### config.mk
export PLATFORM = sky130hd
export DESIGN_NAME = quad_step_decoder
export DESIGN_NICKNAME = d
export VERILOG_FILES = /design/src/rtl/quad_step_decoder.sv
export SDC_FILE = /design/constraint.sdc
export NUM_CORES = 1
export LEC_CHECK = 0
export CAP_MARGIN = 0
export CORE_AREA = 2 2 75 77
export CTS_CLUSTER_DIAMETER = 80
export DETAILED_ROUTE_END_ITERATION = 6
export DIE_AREA = 0 0 77 79
export HOLD_SLACK_MARGIN = 0.06
export SYNTH_ARGS = -nofsm -noshare
export SYNTH_HDL_FRONTEND = slang
export SYNTH_SLANG_ARGS = --single-unit
### constraint.sdc
create_clock -name clk -period 1.8 [get_ports clk]
set_input_delay 0.36 -clock clk [delete_from_list [all_inputs] [get_ports clk]]
set_output_delay 0.36 -clock clk [all_outputs]
set_load 0.05 [all_outputs]
### src/rtl/quad_step_decoder.sv
// Quadrature encoder front end: synchronises and glitch-filters A/B, decodes 4x quadrature
// into a one-cycle step strobe plus direction, and flags/counts illegal double-edge transitions.
module quad_step_decoder #(
  parameter int SYNC_STAGES = 2,
  parameter int FILTER_LEN  = 4,
  parameter int ERR_CNT_W   = 8
) (
  input  logic                 clk,
  input  logic                 rst_n,
  input  logic                 a_in,
  input  logic                 b_in,
  input  logic                 clr_err,
  output logic                 step,
  output logic                 up,
  output logic                 err,
  output logic [ERR_CNT_W-1:0] err_cnt
);

  localparam int FCW = $clog2(FILTER_LEN + 1);
  localparam int ICW = $clog2(SYNC_STAGES + 1);

  typedef enum logic {
    INIT  = 1'b0,
    TRACK = 1'b1
  } state_t;

  state_t                 state;
  logic [ICW-1:0]         init_cnt;
  logic [SYNC_STAGES-1:0] a_sync;
  logic [SYNC_STAGES-1:0] b_sync;
  logic [1:0]             sync_v;   // {a_s, b_s}
  logic [1:0]             filt;     // {filt_a, filt_b}
  logic [1:0]             prev;     // {prev_a, prev_b}
  logic [FCW-1:0]         fcnt [2];

  assign sync_v = {a_sync[SYNC_STAGES-1], b_sync[SYNC_STAGES-1]};

  always_ff @(posedge clk or negedge rst_n) begin
    if (!rst_n) begin
      a_sync <= '0;
      b_sync <= '0;
    end else begin
      a_sync <= {a_sync[SYNC_STAGES-2:0], a_in};
      b_sync <= {b_sync[SYNC_STAGES-2:0], b_in};
    end
  end

  // Per-channel filter: a new level is accepted only after FILTER_LEN consecutive
  // disagreeing samples; during INIT the filter is bypassed so it starts aligned.
  always_ff @(posedge clk or negedge rst_n) begin
    if (!rst_n) begin
      filt <= '0;
      for (int ch = 0; ch < 2; ch++) fcnt[ch] <= '0;
    end else begin
      for (int ch = 0; ch < 2; ch++) begin
        if (state == INIT) begin
          filt[ch] <= sync_v[ch];
          fcnt[ch] <= '0;
        end else if (sync_v[ch] == filt[ch]) begin
          fcnt[ch] <= '0;
        end else if (fcnt[ch] == FCW'(FILTER_LEN - 1)) begin
          filt[ch] <= sync_v[ch];
          fcnt[ch] <= '0;
        end else begin
          fcnt[ch] <= fcnt[ch] + 1'b1;
        end
      end
    end
  end

  always_ff @(posedge clk or negedge rst_n) begin
    if (!rst_n) begin
      state    <= INIT;
      init_cnt <= '0;
      prev     <= '0;
      step     <= 1'b0;
      up       <= 1'b1;
      err      <= 1'b0;
      err_cnt  <= '0;
    end else begin
      step <= 1'b0;
      err  <= 1'b0;
      case (state)
        INIT: begin
          if (init_cnt == ICW'(SYNC_STAGES)) begin
            // filt is loading sync_v on this same edge, so prev takes the same value
            prev  <= sync_v;
            state <= TRACK;
          end else begin
            init_cnt <= init_cnt + 1'b1;
          end
        end
        TRACK: begin
          prev <= filt;
          case (filt ^ prev)
            2'b01, 2'b10: begin
              step <= 1'b1;
              up   <= prev[1] ^ filt[0];
            end
            2'b11: begin
              err <= 1'b1;
              if (err_cnt != '1) err_cnt <= err_cnt + 1'b1;
            end
            default: ;
          endcase
        end
        default: state <= INIT;
      endcase
      if (clr_err) err_cnt <= '0;
    end
  end

endmodule

==> results of run 1 <==
## routing by layer
| layer | track usage (%) | vias up | part of all wire (%) |
|---|---|---|---|
| li1 | - | 418 | - |
| met1 | 9.47 | 415 | 46 |
| met2 | 13.1 | 13 | 49 |
| met3 | 2.73 | 2 | 3.9 |
| met4 | 1.61 | 0 | 0.33 |
| met5 | 0 | - | 0 |
## sequential cells by signal, indices dropped and copies added, names as in the netlist
name and cells:
b_sync 2, init_cnt 2, err 1, filt 2, state 1, fcnt 6, err_cnt 8, up 1
step 1, a_sync 2, prev 2
## metrics by stage
step | util, % | total power, µW | setup slack [ns] | hold slack [ns]
final | 29.5 | 2240 | 0.113 | 0.354
after global routing | 29.5 | 2430 | 0.0116 | 0.366
after CTS | 29.4 | 2270 | 0.0696 | 0.357
after detailed placement | 28.1 | 1780 | 0.0906 | 0.335
after global placement | 28.1 | 1750 | 0.127 | 0.334
after floorplan | - | 1520 | 0.0516 | 0.0644
## layout make-up
type,count,area (µm²),share of cell area (%)
multi-input combinational,70,528,33.5
sequential,28,702,44.6
clock inverter,1,30.0,1.91
inverter,5,18.8,1.19
clock buffer,3,41.3,2.62
tap,72,90.1,5.72
timing repair buffer,19,165,10.5
## synth_stat cells, drive strengths merged, types with 3 or more instances
master,n
dfrtp,27
nand4,3
mux2,4
xor2,4
nand2,5
ha,5
a21oi,3
nand3,3
nor2,8
nand2b,4
a41oi,3
o21ai,3
mux2i,3
inv,5
nor3,3
## worst min path at each step
stage                          from         to  slack (ns)
after floorplan               rst_n  a_sync[0]        0.06
after global placement    a_sync[0]  a_sync[1]        0.33
after detailed placement  a_sync[0]  a_sync[1]        0.33
after CTS                 a_sync[0]  a_sync[1]        0.36
after global routing      b_sync[0]  b_sync[1]        0.37
final                     b_sync[0]  b_sync[1]        0.35
## power by group through the flow
stage	registers (µW)	clock network (µW)	logic [µW]
finish	876	476	892
global route	896	528	1000
CTS	878	500	887
detailed placement	890	0	886
global placement	882	0	872
floorplan	1040	0	483
## critical path, delay by kind of cell, from the launching register on
family / cells / cell delay, ns
xor+xnor: 1 / 0.17
fa+ha+maj: 1 / 0.22
simple gates: 2 / 0.40
mux: 1 / 0.35
flops: 1 / 0.43
## cells by family (layout without fill, tap and decap cells)
| family | count (synthesis) | count (layout) | share of synthesized area (%) |
|---|---|---|---|
| flops | 28 | 28 | 55.6 |
| compound gates | 14 | 14 | 8.52 |
| fa+ha+maj | 5 | 5 | 4.96 |
| simple gates | 38 | 38 | 17.6 |
| buf+inv | 9 | 28 | 2.87 |
| xor+xnor | 6 | 6 | 4.16 |
| mux | 7 | 7 | 6.24 |
## repair_timing
action                                  in CTS  in global routing
resized for setup                            0                  2
endpoints found under the setup margin       0                  3
setup buffers                                0                  0
hold endpoints to repair                     0                  0
==> results.rst, run 1 <==
.. list-table::
   :header-rows: 1

   * - Metric
     - Value
   * - Status
     - finished clean
   * - Share of flip-flops with an asynchronous set or reset after synthesis
     - 100%
   * - CTS Root Buffer Type
     - clkbuf_8
   * - Num rows
     - 27
   * - Placed Instance Area
     - 1500 µm²
   * - Die area
     - 6080 µm²
   * - Cell type contributing the most total cell area after synthesis
     - dfrtp_1
   * - Worst setup path start
     - filt[1]
   * - Reg clk slew, reported paths
     - 0.09 ns
   * - Routed wire length
     - 2.14 mm
   * - Number of nets at the end of the flow
     - about 140
   * - Count of distinct cell types in the synthesized netlist
     - 34
   * - Area of the mapped netlist
     - 1260 µm²
   * - Final min period
     - between 1.5 and 2 ns
   * - Total power per unit cell area
     - 1420 nW/µm²
   * - Cell count of the worst hold path
     - 0
   * - Static leakage
     - 0.000713 µW
   * - CTS sink cnt
     - 28
   * - Number of antenna violations at the first check in global routing
     - 0
   * - Category of the most critical setup path
     - flop to flop
   * - Most common cell after layout, fill and taps aside
     - dfrtp_1
   * - Layout cell share with drive strength beyond 1
     - approximately a quarter
   * - Hold Violations, Final
     - 0
   * - End of the worst register-to-register path
     - err_cnt[7]
   * - CTS Buffer Depth
     - 2
   * - Die width
     - 77 µm
   * - Post-DR vias/cell
     - 4.28
   * - Antenna Nets Post-Route
     - 0
   * - Worst slew pin tran
     - 0.425 ns
   * - Critical path peak fanout
     - 4
   * - Post-Syn Nets
     - 117
   * - TNS Setup
     - 0 ns
   * - Setup slack of the worst register-to-register path
     - 0.11 ns
   * - Maximum clock frequency
     - a little under 0.6 GHz
   * - Max-cap violations
     - 0
   * - Area share of the largest cell type after synthesis
     - 53.5%
   * - Top-level I/O count
     - 16
   * - Number of cells produced by synthesis
     - 107
   * - Filler cell count
     - about 570
   * - Maximum number of pins on one net before global-route repair
     - 29
   * - Die extent in y
     - 79 µm
   * - Initial detailed-routing violation count
     - 26
   * - Final-report max-slew violation count
     - 0
   * - Post-detailed-route DRC marker count
     - 0
   * - Net Sw Power
     - 759 µW
   * - Share of the cycle needed by the critical path after routing
     - 93.7%
   * - Port bufs
     - 15
   * - Relative area change from synthesis to final layout
     - 24.8%
   * - Area of the placeable core
     - 5340 µm²
   * - Worst r2r src
     - filt[1]
   * - Flip-flop and latch count after synthesis
     - 28
   * - Timing endpoint of the critical path
     - err_cnt[7]
   * - Number of synthesized flops with an enable pin
     - 0
   * - Fin area
     - 1580 µm²
   * - Max Clock Skew
     - approximately 0.0038 ns
   * - Vias in the first global route
     - 845
   * - Largest incremental delay on the critical path
     - 0.43 ns
   * - Last weighted congestion value of the routability-driven placer
     - 0.903
   * - Total Routing Usage GR
     - 7.69%
   * - Endpoint class of the critical path
     - flop
   * - Wire length per cell after detailed routing
     - ~11 µm
   * - Cell-by-cell listing of the critical path
     - xor2_1 -> ha_2 -> nand4_1 -> nor4_2 -> mux2_2
   * - Per-instance average area after synthesis
     - 11.8 µm²
   * - CP Launch Type
     - flop
   * - Flop pwr share
     - 39.0%
   * - Initial standard-cell utilization of the core
     - 23.7%
   * - Total clock buffers created by CTS
     - 3
   * - Area contributors post-synth
     - dfrtp_1 54%, ha_1 5.0%, xor2_1 2.8%
   * - Overflow left after global routing
     - 0
   * - Sequential element share of the synthesized area
     - roughly 56%
   * - DP HPWL
     - 1.61 mm
   * - Total inserted antenna cells
     - 0
   * - Most frequent cells in the layout
     - 27 x dfrtp_1, 14 x buf_4, 8 x nor2_1
   * - Worst path arrival time
     - 1.85 ns
   * - Switching fraction of total power
     - 33.8%
   * - Required time worst endpoint
     - just under 2 ns
   * - HP Class
     - flop to flop
   * - Filler-free cell count of the finished design
     - 198
   * - Combinational power share
     - between 30% and 40%
   * - Max-slew headroom at the worst pin
     - 71.0%
   * - Max VDD drop
     - roughly 0.0004 V
   * - Source-to-sink clock delay at the later pin of the worst-skew pair
     - 0.27 ns
   * - Synth Warn #
     - 0
   * - Final number of setup-violating endpoints
     - 0
   * - Clock network fraction of total power
     - 21.2%
   * - TritonCTS clock tree
     - yes
   * - Vias post-DR
     - roughly 850
   * - First-pass GRT wire length
     - 3.80 mm
   * - Primary FF master, synth
     - dfrtp_1
   * - Total iterations of the first detailed-routing run
     - 4
   * - Reg2Reg Depth
     - 5
   * - Internal cell power
     - 1490 µW
   * - Setup repair after global routing missed its margin
     - false
   * - Crit-path slowest cell
     - dfrtp_1
   * - Cts-stage hold buffer count
     - 0
   * - Cell count after placement
     - ~190
   * - Number of H-tree branching levels
     - 1
Note: power is estimated with default switching activity, not from simulation.
==> run 2: changes to the inputs <==
--- a/config.mk
+++ b/config.mk
@@ -5,6 +5,7 @@
 export SDC_FILE = /design/constraint.sdc
 export NUM_CORES = 1
 export LEC_CHECK = 0
+export ABC_CLOCK_PERIOD_IN_PS = 1800
 export CAP_MARGIN = 0
 export CORE_AREA = 2 2 75 77
 export CTS_CLUSTER_DIAMETER = 80
==> results of run 2 <==
The final DEF is identical to that of run 1; final timing and power are the same.
==> run 3: changes to the inputs <==
--- a/config.mk
+++ b/config.mk
@@ -5,7 +5,6 @@
 export SDC_FILE = /design/constraint.sdc
 export NUM_CORES = 1
 export LEC_CHECK = 0
-export ABC_CLOCK_PERIOD_IN_PS = 1800
 export CAP_MARGIN = 0
 export CORE_AREA = 2 2 75 77
 export CTS_CLUSTER_DIAMETER = 80
==> results of run 3 <==
The final DEF is identical to that of run 1; final timing and power are the same.
